File: config.mk
export PLATFORM = sky130hd
export DESIGN_NAME = des_round_datapath
export DESIGN_NICKNAME = d
export VERILOG_FILES = /design/src/rtl/des_round_datapath.sv
export SDC_FILE = /design/constraint.sdc
export NUM_CORES = 1
export LEC_CHECK = 0
export ABC_AREA = 1
export BUFFER_PORTS_ARGS = -buffer_cell sky130_fd_sc_hd__buf_2
export CORE_AREA = 2 2 102 104
export DETAILED_ROUTE_END_ITERATION = 12
export DIE_AREA = 0 0 104 106
export PLACE_DENSITY = 0.76
export SYNTH_ARGS = -nofsm -noshare
export SYNTH_HDL_FRONTEND = slang
export SYNTH_SLANG_ARGS = --single-unit
File: constraint.sdc
create_clock -name clk -period 1.79 [get_ports clk]
set_clock_uncertainty 0.15 [all_clocks]
set_input_delay 0.179 -clock clk [delete_from_list [all_inputs] [get_ports clk]]
set_output_delay 0.179 -clock clk [all_outputs]
set_load 0.02 [all_outputs]
File: src/rtl/des_round_datapath.sv
// Iterative DES Feistel round datapath: holds L/R for one block, drives an external
// S-box bank with E(R)^subkey and folds P(sbox_out) back into the halves once per cycle.
module des_round_datapath #(
  parameter int ROUNDS = 16
) (
  input  logic        clk,
  input  logic        rst_n,
  input  logic        start,
  input  logic [63:0] block_in,
  input  logic [47:0] subkey,
  output logic [3:0]  round_idx,
  output logic [47:0] sbox_in,
  input  logic [31:0] sbox_out,
  output logic        busy,
  output logic        done,
  output logic [63:0] block_out
);

  localparam logic [1:0] S_IDLE = 2'd0;
  localparam logic [1:0] S_RUN  = 2'd1;
  localparam logic [1:0] S_DONE = 2'd2;

  localparam logic [3:0] LAST_ROUND = 4'(ROUNDS - 1);

  // Table entries are FIPS 46-3 positions, where position 1 is the MSB.
  localparam int E_TBL [48] = '{
    32,  1,  2,  3,  4,  5,   4,  5,  6,  7,  8,  9,
     8,  9, 10, 11, 12, 13,  12, 13, 14, 15, 16, 17,
    16, 17, 18, 19, 20, 21,  20, 21, 22, 23, 24, 25,
    24, 25, 26, 27, 28, 29,  28, 29, 30, 31, 32,  1
  };

  localparam int P_TBL [32] = '{
    16,  7, 20, 21, 29, 12, 28, 17,
     1, 15, 23, 26,  5, 18, 31, 10,
     2,  8, 24, 14, 32, 27,  3,  9,
    19, 13, 30,  6, 22, 11,  4, 25
  };

  logic [1:0]  state;
  logic [31:0] l_q;
  logic [31:0] r_q;
  logic [3:0]  round_q;
  logic [47:0] e_r;
  logic [31:0] p_out;
  logic        load_en;

  for (genvar i = 0; i < 48; i++) begin : g_expand
    assign e_r[47-i] = r_q[32-E_TBL[i]];
  end

  for (genvar i = 0; i < 32; i++) begin : g_perm
    assign p_out[31-i] = sbox_out[32-P_TBL[i]];
  end

  assign sbox_in = e_r ^ subkey;

  // A new block is accepted only when no block is in flight.
  assign load_en = start && (state != S_RUN);

  // NOTE: every register below is updated with <= so all of them sample the
  // pre-edge values of l_q/r_q; blocking assignments here would chain L into R.
  always_ff @(posedge clk or negedge rst_n) begin
    if (!rst_n) begin
      state   <= S_IDLE;
      l_q     <= '0;
      r_q     <= '0;
      round_q <= '0;
    end else if (load_en) begin
      state   <= S_RUN;
      l_q     <= block_in[63:32];
      r_q     <= block_in[31:0];
      round_q <= '0;
    end else begin
      case (state)
        S_RUN: begin
          l_q <= r_q;
          r_q <= l_q ^ p_out;
          if (round_q == LAST_ROUND) begin
            state <= S_DONE;
          end else begin
            round_q <= round_q + 4'd1;
          end
        end
        S_DONE:  state <= S_IDLE;
        default: state <= S_IDLE;
      endcase
    end
  end

  // The halves are already registers, so {R, L} is the registered, pre-FP output.
  assign block_out = {r_q, l_q};
  assign round_idx = round_q;
  assign busy      = (state == S_RUN);
  assign done      = (state == S_DONE);

endmodule

Word-level counts from Yosys, hierarchy flattened
Cells that the tools add are included.

ROM bits: 0. Word-level logic and storage cells: 26. Input port bits: 147. Memories kept: 0. Output and inout port bits: 118. Flip-flop bits (word level): 70. Memory bits (writable): 0. Bits in latches: 0.

Divide/modulo/power cells: 0. Reductions and logical operators: 3. Mux-type cells: 10. Bitwise logic cells: 2. $mul: 0. Equal/unequal tests: 6. $lt $le $gt $ge: 0. Add/sub/neg operators: 1. Shifts and indexed selects: 0.

Operators with widths (number): 2-to-1 mux 32 bit (4); bitwise XOR 48 bit (1); bitwise XOR 32 bit (1); 2-to-1 mux 4 bit (3); 2-to-1 mux 2 bit (3); adder 4 x 1 -> 4 bit, second input constant (1); == test 4 bit, second input constant (1); != test 3 x 1 -> 1 bit, second input constant (1); == test 2 x 1 -> 1 bit, second input constant (1); == test 2 bit, second input constant (1); != test 2 x 1 -> 1 bit, second input constant (1); != test 2 bit, second input constant (1); AND reduction 2 bit (1); nonzero test 2 bit (1); logical AND 1 bit (1).

Longest topological paths before layout
Gate-level depths: netlist of the first run.

Depth in word-level cells: 4. Depth in mapped cells: 7.

Least setup slack after synthesis of the first run
No wires, ideal clock.

Path kind: register -> register. From: reg round_q[0], in the netlist round_idx[0]. To: reg round_q[2], in the netlist round_idx[2]. Cell stages (with the launch flop): 5. Data arrival time: 1.138 ns. Required time: 1.522 ns. Path buffers: 0. Clock period less this slack: 1.406 ns. Slack: 0.384 ns. Path through: dfrtp_1 ha_1 or2_2 nand4_1 nand2_1.

Cells in the longest elaborated chain, start to end: 4. Elaborated cells on any way between the ends: 7. Classes of those cells: add/sub: 1; eq/ne: 2; mux: 3; reduce/logical: 1.

RTL lines: start, declared (RTL line 43) `logic [3:0] round_q;`; start signal, assigned (RTL line 82) `round_q <= round_q + 4'd1;`; adder 4 x 1 -> 4 bit (RTL line 82); 2-to-1 mux 4 bit (RTL line 79) `if (round_q == LAST_ROUND) begin`; 2-to-1 mux 4 bit (RTL line 75) `case (state)`; 2-to-1 mux 4 bit (RTL line 69) `end else if (load_en) begin`.

Parallel ways exist; a longest one is shown, timed or not. The select of a mux whose other input is x is not followed. A chain may end at the register's enable or synchronous reset.

Worst setup path in the final report of the first run
From: reg state[0]. To: out busy.

Cells in the longest elaborated chain, start to end: 1.

RTL lines: start, declared (RTL line 40) `logic [1:0] state;`; start signal, assigned (RTL line 65) `state <= S_IDLE;`; start signal, assigned (RTL line 70) `state <= S_RUN;`; start signal, assigned (RTL line 80) `state <= S_DONE;`; == test 2 x 1 -> 1 bit (RTL line 94) `assign busy = (state == S_RUN);`; end, declared (RTL line 14) `output logic busy,`.

No other way between the ends.

==> run_results.csv, run 1 <==
group,metric,value,unit
run_status,status,"finished clean",
timing,finalHoldViolations,0,
logic_synthesis,synth_top_area_cell,"dfrtp_1",
detailed_routing,ant_nets,0,
floorplan,dieArea,0.01102,mm2
global_route,grt_pass1_vias,4525,
cells_and_area,area_growth,67.55,%
logic_synthesis,synthCells,489,
timing,hold_ws,0.02141,ns
worst_hold_path,hold_path_class,"in -> reg",
placement,routabilityCongestion,0.7686,
cells_and_area,layout.cells.non_filler,987,
clock_network,cts-htree-levels,3,
timing,fin_crit,1.684,ns
placement,post-place-cells,877,
power,p_sw,5.703,mW
placement,io_buffer_count,264,
timing,period_share,0.9408,
power,power.leakage,3.427,nW
clock_network,cts_buffers,9,
floorplan,die_x,104,um
critical_path,cp-start-kind,"register",
timing,tightest_slew,0.4656,ns
floorplan,rows,37,
timing,slew_viol_final,0,
clock_network,hold_buffers,94,
logic_synthesis,ys_seq_area_frac,0.4580,
detailed_routing,drt_pass1_iterations,5,
logic_synthesis,yosysMostFrequentCell,"nand2_1",
logic_synthesis,ys_seq_elements,70,
floorplan,ioPinCount,265,
floorplan,chipHeight,106,um
global_route,grt_start_max_net_pins,71,
cells_and_area,antenna_cells,0,
placement,dp_slack,0.1689,ns
timing,setup_viol,0,
global_route,antenna_found_initial,0,
floorplan,initial_core_util,0.3825,
clock_network,cts_root_buf,"clkbuf_8",
clock_network,postCtsSetupBuffers,0,
floorplan,core_area,0.01000,mm2
critical_path,crit_type,"reg -> out",
logic_synthesis,synth_top_cells_by_count,"nand2_1, dfrtp_1, xor2_1",
critical_path,end_kind,"output pin",
timing,max_freq,0.5938,GHz
logic_synthesis,async_flop_share,1.000,
clock_network,clkTransAtPathRegs,0.07,ns
logic_synthesis,syn_area,0.003825,mm2
power,clkPwrFrac,0.101,
clock_network,cts.repair.resized,0,
critical_path,worstPathMaxFanout,30,
cells_and_area,fin_nets,994,
global_route,grt-ovfl-total,0,
detailed_routing,wl_per_cell,13.55,um
logic_synthesis,ys_warn_count,0,
power,power_frac_seq,0.311,
power,p_int,5.360,mW
clock_network,clk_path_buf_depth,2,
detailed_routing,drt_drc_violations_left,0,
logic_synthesis,yosys.area.top_type_share,0.4580,
timing,fin_ws,0.1060,ns
timing,timing.setup.tns,0,ns
global_route,grt_use_total,0.2414,
timing,rsz0062_at_grt,"false",
timing,relSlewSlack,0.6891,
critical_path,cp.arrival,1.35,ns
clock_network,cts_tree,"built",
critical_path,cp.required,1.46,ns
detailed_routing,routed_wl,13370,um
logic_synthesis,synth_fp_nets,637,
logic_synthesis,synthFlopType,"dfrtp_1",
logic_synthesis,synth-edff-count,0,
clock_network,cts.sinks,70,
logic_synthesis,synth_area_per_cell,7.822,um2
cells_and_area,drive_above_1_share,0.3431,
detailed_routing,viasPerCell,4.632,
flow_run,cap_violations,0,
power,ir_worst_vdd,878.3,uV
power,p_comb_frac,0.588,
power,sw_frac_of_total,0.5155,
logic_synthesis,synth.distinct_cells,17,
logic_synthesis,synthTopCellsByArea,"dfrtp_1, nand2_1, xor2_1",
detailed_routing,via_count,4572,
power,powerDensity,1726,mW/mm2
detailed_routing,drt_iter0_drc,194,
global_route,grt_pass1_wl,21660,um
placement,post-dp-hpwl,8439,um
clock_network,clock_latency,0.33,ns
## power groups by stage
stage,logic [mW],registers (mW),clock network [mW]
after floorplan,3.23,4.24,0
after global placement,6.21,3.44,0
final,6.50,3.44,1.12
after CTS,6.50,3.43,1.15
after detailed placement,6.34,3.45,0
after global routing,7.11,3.58,1.23
## cell families after synthesis
kind of cell / after synthesis / synth area share
flops: 70 / 0.4580
buf+inv: 30 / 0.04187
simple gates: 314 / 0.3363
xor+xnor: 65 / 0.1488
compound gates: 9 / 0.01178
fa+ha+maj: 1 / 0.003271
## final timing paths
path | startpoint | endpoint | slack [ns] | depth (start not counted)
hold / removal | sbox_out[29] | r_q[9] | 0.02 | 4
max in group asynchronous | rst_n | l_q[6] | 0.92 | 3
min in group asynchronous | rst_n | r_q[25] | 0.24 | 3
setup / recovery | state[0] | busy | 0.11 | 4
setup reg to reg | state[1] | l_q[20] | 0.16 | 7
hold reg to reg | l_q[2] | l_q[2] | 0.39 | 2
## metrics by stage
stage                     total power, mW  area, um2    util
after global placement              9.649       5300  0.5300
after detailed placement            9.782       5300  0.5300
after CTS                           11.08       6409  0.6409
after global routing                11.91       6409  0.6409
final                               11.06       6409  0.6409
after floorplan                     7.466       3825       -
## placed cells by master (no fill, tap or decap), drive strengths merged, types with 3 or more instances in the layout
master       count
dfrtp           70
buf            271
clkinv           3
xor2            65
nand4            3
nor2            39
dlygate4sd3     94
o21ai            6
clkbuf          12
a21oi            3
nand3           62
inv             11
nand2          209
## critical path, cell delays in order, from the launching register on
cell and delay, ns:
dfrtp_1 0.38, inv_1 0.08, nor2_4 0.15, buf_12 0.20
buf_2 0.19
## layer usage
metal | vias up | share of wire | wire (um) | track usage
met3 | 15 | 0.079 | 1053 | 0.05028
li1 | 2244 | - | - | -
met5 | - | 0 | 0 | 0
met2 | 225 | 0.52 | 6980 | 0.4474
met1 | 2088 | 0.39 | 5169 | 0.2785
met4 | 0 | 0.013 | 168 | 0.07625
## state kept, by name (all words and copies together), names as in the netlist
name and flops:
state 2, round_idx 4, r_q 32, l_q 32
## area by class of cell
| type | count | area (um2) |
|---|---|---|
| flip-flops and latches | 70 | 1752 |
| fillers | 836 | 3591 |
| clock buffers | 12 | 145.1 |
| multi-input cells | 389 | 1913 |
| well taps | 136 | 170.2 |
| repair buffers | 365 | 2365 |
| clock inverters | 4 | 22.52 |
| inverters | 11 | 41.29 |
(Power assumes the default switching activity.)
==> run 2, diff against run 1 <==
--- a/constraint.sdc
+++ b/constraint.sdc
@@ -4,2 +4,2 @@
 set_output_delay 0.179 -clock clk [all_outputs]
-set_load 0.02 [all_outputs]
+set_load 0.01 [all_outputs]
==> run_results.csv, run 2 (synthesis gave the netlist of run 1 again) <==
group,metric,value,unit
timing,setup_viol,0,
power,sw_frac_of_total,0.4631,
global_route,antenna_found_initial,0,
cells_and_area,area_growth,67.48,%
timing,fin_ws,0.1092,ns
timing,slew_viol_final,0,
clock_network,cts-htree-levels,3,
cells_and_area,drive_above_1_share,0.3443,
global_route,grt_pass1_wl,21410,um
floorplan,ioPinCount,265,
floorplan,core_area,0.01000,mm2
clock_network,clock_latency,0.34,ns
critical_path,crit_type,"reg -> out",
detailed_routing,viasPerCell,4.629,
critical_path,end_kind,"output pin",
power,p_int,5.363,mW
critical_path,cp.arrival,1.35,ns
floorplan,chipHeight,106,um
power,power_frac_seq,0.343,
global_route,grt_start_max_net_pins,71,
timing,fin_crit,1.681,ns
detailed_routing,routed_wl,13300,um
timing,max_freq,0.5950,GHz
global_route,grt_use_total,0.2382,
detailed_routing,wl_per_cell,13.47,um
cells_and_area,fin_nets,994,
power,ir_worst_vdd,782.2,uV
clock_network,cts.repair.resized,0,
worst_hold_path,hold_path_class,"in -> reg",
timing,period_share,0.9390,
detailed_routing,via_count,4569,
clock_network,clk_path_buf_depth,2,
power,clkPwrFrac,0.113,
floorplan,rows,37,
power,power.leakage,3.428,nW
placement,routabilityCongestion,0.7749,
critical_path,slowest_stage,"dfrtp_1",
power,p_comb_frac,0.544,
detailed_routing,wl_met1,5191,um
clock_network,cts_root_buf,"clkbuf_8",
critical_path,crit_chain,"inv_1, nor2_4, buf_12, buf_2",
clock_network,cts.sinks,70,
run_status,status,"finished clean",
timing,relSlewSlack,0.7424,
cells_and_area,layout_commonest_cell,"buf_2",
placement,dp_slack,0.4052,ns
floorplan,initial_core_util,0.3825,
clock_network,cts_buffers,9,
critical_path,cp-start-kind,"register",
detailed_routing,drt_pass1_iterations,5,
cells_and_area,antenna_cells,0,
detailed_routing,wl_met2,6797,um
floorplan,die_x,104,um
global_route,grt-ovfl-total,0,
timing,tightest_slew,0.3864,ns
clock_network,cts_tree,"built",
critical_path,worstPathMaxFanout,29,
placement,io_buffer_count,264,
power,p_sw,4.625,mW
cells_and_area,final_cell_mix,"buf_2, nand2_1, dlygate4sd3_1, dfrtp_1, xor2_1",
timing,timing.setup.tns,0,ns
detailed_routing,routed.top_layer,"met4",
detailed_routing,drt_drc_violations_left,0,
critical_path,cp_num_buf_inv,3,
detailed_routing,dr_wl_met3,921,um
critical_path,critPathMaxStageDelay,0.38,ns
detailed_routing,ant_nets,0,
timing,rsz0062_at_grt,"false",
power,powerDensity,1559,mW/mm2
flow_run,cap_violations,0,
critical_path,cp.required,1.46,ns
global_route,grt_pass1_vias,4463,
floorplan,dieArea,0.01102,mm2
timing,finalHoldViolations,0,
detailed_routing,drt_iter0_drc,273,
placement,post-dp-hpwl,8402,um
clock_network,clkTransAtPathRegs,0.08,ns
critical_path,path_delay_family,"buffers and inverters",
cells_and_area,fin_util,0.6406,
==> run 2: changes by cell type in the layout (fill, tap and decap cells not counted), sizes merged <==
cell         previous run  this run
dlygate4sd3            94        93
buf                   271       272
==> run 2: power groups by stage <==
stage                     Clock (mW)  Sequential [mW]  Combinational (mW)
after floorplan                    0             3.64                2.75
after global placement             0             3.43                5.12
final                           1.13             3.43                5.43
after global routing            1.23             3.58                6.02
after CTS                       1.17             3.42                5.40
after detailed placement           0             3.43                5.24
==> run 2: metrics by stage <==
stage	power [mW]	cell area (um2)	hold WS [ns]	std cells
final	9.989	6406	0.01511	987
after global routing	10.82	6406	0.03673	987
after CTS	9.989	6406	0.0006667	987
after detailed placement	8.672	5308	0.08368	878
after global placement	8.555	5308	0.08577	878
after floorplan	6.391	3825	-0.2666	489
==> run 2: layout make-up <==
type	instances	area (um2)
Clock inverter	4	22.52
Inverter	11	41.29
Sequential cell	70	1752
Multi-Input combinational cell	389	1913
Timing Repair Buffer	365	2362
Tap cell	136	170.2
Fill cell	845	3593
Clock buffer	12	145.1
==> run 2: path summary, 6_finish.rpt <==
| path | cells after the start | endpoint | slack [ns] | from |
|---|---|---|---|---|
| max in group asynchronous | 3 | r_q[9] | 0.92 | rst_n |
| min in group asynchronous | 3 | l_q[25] | 0.24 | rst_n |
| hold / removal | 5 | r_q[12] | 0.02 | block_in[12] |
| hold reg to reg | 2 | l_q[26] | 0.37 | l_q[26] |
| setup / recovery | 4 | busy | 0.11 | state[0] |
| setup reg to reg | 7 | r_q[18] | 0.38 | state[1] |
==> run 2: tightest hold or removal path, cell delays in order <==
cell and delay [ns]:
buf_2 0.10, inv_1 0.04, nand2_1 0.05, o21ai_0 0.07
nor2_1 0.04
==> run 2: per-layer routing <==
metal / track usage / vias to the layer above
li1: - / 2239
met3: 0.04782 / 33
met1: 0.2832 / 2079
met5: 0 / -
met4: 0.1091 / 0
met2: 0.4164 / 218
==> run 2: timing repair <==
| action | CTS | global route |
|---|---|---|
| hold endpoints to repair | 134 | 0 |
| buffers inserted | 0 | 0 |
| hold buffers | 93 | 0 |
==> run 3, diff against run 2 <==
Settings changed: SETUP_SLACK_MARGIN set to 0.3.
==> run_results.csv, run 3 (synthesis gave the netlist of run 1 again) <==
group,metric,value,unit
run_status,status,"finished clean",
clock_network,clk_path_buf_depth,2,
cells_and_area,fin_util,0.7017,
clock_network,cts_buffers,9,
placement,dp_slack,0.4052,ns
critical_path,critPathMaxStageDelay,0.46,ns
floorplan,rows,37,
detailed_routing,drt_pass1_iterations,5,
clock_network,cts_root_buf,"clkbuf_8",
global_route,grt-ovfl-total,0,
timing,fin_crit,1.497,ns
critical_path,cp_num_buf_inv,1,
cells_and_area,drive_above_1_share,0.4315,
power,power.leakage,3.720,nW
timing,timing.setup.tns,0,ns
floorplan,dieArea,0.01102,mm2
cells_and_area,area_growth,83.45,%
cells_and_area,final_area,0.007017,mm2
worst_hold_path,min_from,"start",
critical_path,rr_startpoint,"state[1]",
cells_and_area,fill_cells,783,
detailed_routing,wl_per_cell,15.61,um
floorplan,core_area,0.01000,mm2
timing,finalHoldViolations,0,
floorplan,initial_core_util,0.3825,
detailed_routing,via_count,4855,
power,powerDensity,1595,mW/mm2
detailed_routing,ant_nets,0,
placement,io_buffer_count,264,
clock_network,clock_latency,0.34,ns
cells_and_area,layout.cells.non_filler,1012,
critical_path,crit_start,"r_q[8]",
global_route,grt_use_total,0.2430,
detailed_routing,routed_wl,15800,um
critical_path,crit_chain,"xor2_1, buf_2",
floorplan,ioPinCount,265,
worst_hold_path,hold_path_class,"in -> reg",
detailed_routing,drt_iter0_drc,250,
cells_and_area,final_cell_mix,"buf_2, nand2_1, dlygate4sd3_1, xor2_1, dfrtp_1",
global_route,grt_pass1_wl,21760,um
global_route,grt_pass1_vias,4495,
cells_and_area,antenna_cells,0,
cells_and_area,layout_commonest_cell,"buf_2",
timing,slew_viol_final,0,
clock_network,cts_tree,"built",
clock_network,clkTransAtPathRegs,0.08,ns
timing,setup_viol,0,
critical_path,end_kind,"output pin",
critical_path,worstPathMaxFanout,5,
placement,post-place-cells,878,
timing,tightest_slew,0.4028,ns
power,ir_worst_vdd,930.7,uV
timing,fin_ws,0.2935,ns
critical_path,cp.required,1.46,ns
timing,max_freq,0.6682,GHz
critical_path,path_delay_family,"flip-flops",
timing,relSlewSlack,0.7315,
critical_path,cp-start-kind,"register",
critical_path,cp.arrival,1.17,ns
clock_network,cts.sinks,70,
global_route,antenna_found_initial,0,
floorplan,chipHeight,106,um
placement,routabilityCongestion,0.7749,
placement,post-dp-hpwl,8402,um
global_route,grt_start_max_net_pins,71,
timing,rsz0062_at_grt,"true",
floorplan,die_x,104,um
timing,period_share,0.8361,
detailed_routing,drt_drc_violations_left,0,
critical_path,crit_type,"reg -> out",
flow_run,cap_violations,0,
placement,dpl_cell_area,0.005308,mm2
clock_network,cts-htree-levels,3,
critical_path,slowest_stage,"dfrtp_1",
cells_and_area,fin_nets,1019,
detailed_routing,viasPerCell,4.797,
-- run 3: cell count changes in the layout (fill, tap and decap cells not counted), moves of 4 or more --
cell / before / now
nand2_1: 207 / 182
nand2_2: 2 / 23
nand3_1: 62 / 43
nand3_2: 0 / 19
dfrtp_1: 70 / 59
dfrtp_2: 0 / 11
buf_4: 4 / 12
clkbuf_16: 0 / 6
buf_6: 0 / 5
buf_8: 0 / 4
nand2_4: 0 / 4
-- run 3: area by class of cell --
cell class                      count  area, um2  share of cell area
Clock buffer                       12      145.1             0.02068
Clock inverter                      4      22.52            0.003210
Inverter                           11      48.80            0.006954
Multi-Input combinational cell    389       2113              0.3012
Sequential cell                    70       1765              0.2516
Tap cell                          136      170.2             0.02425
Timing Repair Buffer              390       2751              0.3921
-- run 3: stage by stage --
stage	power, mW	hold slack (ns)
finish	11.19	0.01878
global route	12.01	0.03889
CTS	10.16	0.0006666
detailed placement	8.672	0.08368
global placement	8.555	0.08577
floorplan	6.391	-0.2666
-- run 3: worst paths after layout --
path                       cells after the start  slack (ns)            to
max                                            2        0.29   sbox_in[13]
min                                            3        0.02      state[0]
max reg2reg                                    7        0.30       r_q[31]
min reg2reg                                    1        0.34  round_idx[0]
max in group asynchronous                      3        0.89  round_idx[0]
min in group asynchronous                      3        0.23       l_q[25]
-- run 3: layer usage --
metal  wire length (um)  GRT usage  vias to the layer above  part of all wire
met5                  0          0                        -                 0
met4                564     0.1081                        0             0.036
met3               1343    0.05150                       53             0.085
met2               7889     0.4258                      277              0.50
met1               6001     0.2877                     2235              0.38
li1                   -          -                     2290                 -
-- run 3: worst min-delay path, delay by kind of cell --
| kind | cells | cell delay, ns |
|---|---|---|
| and+or+nand+nor | 2 | 0.20 |
| buffers and inverters | 1 | 0.09 |
-- run 3: repair_timing --
| item | 4_1_cts | 5_1_grt |
|---|---|---|
| gates cloned | 1 | 10 |
| gates resized for setup | 0 | 83 |
| setup buffers | 3 | 11 |
| hold buffers | 93 | 0 |
| hold endpoints to repair | 134 | 0 |
| endpoints found under the setup margin | 1 | 92 |
| pin swaps | 1 | 36 |
-- run 3: report_power, final --
| part | switching [mW] | internal (mW) | leakage, nW |
|---|---|---|---|
| logic | 3.52 | 3.08 | 2.81 |
| registers | 1.02 | 2.45 | 0.820 |
| clock network | 0.600 | 0.536 | 0.0861 |
| total | 5.13 | 6.06 | 3.72 |
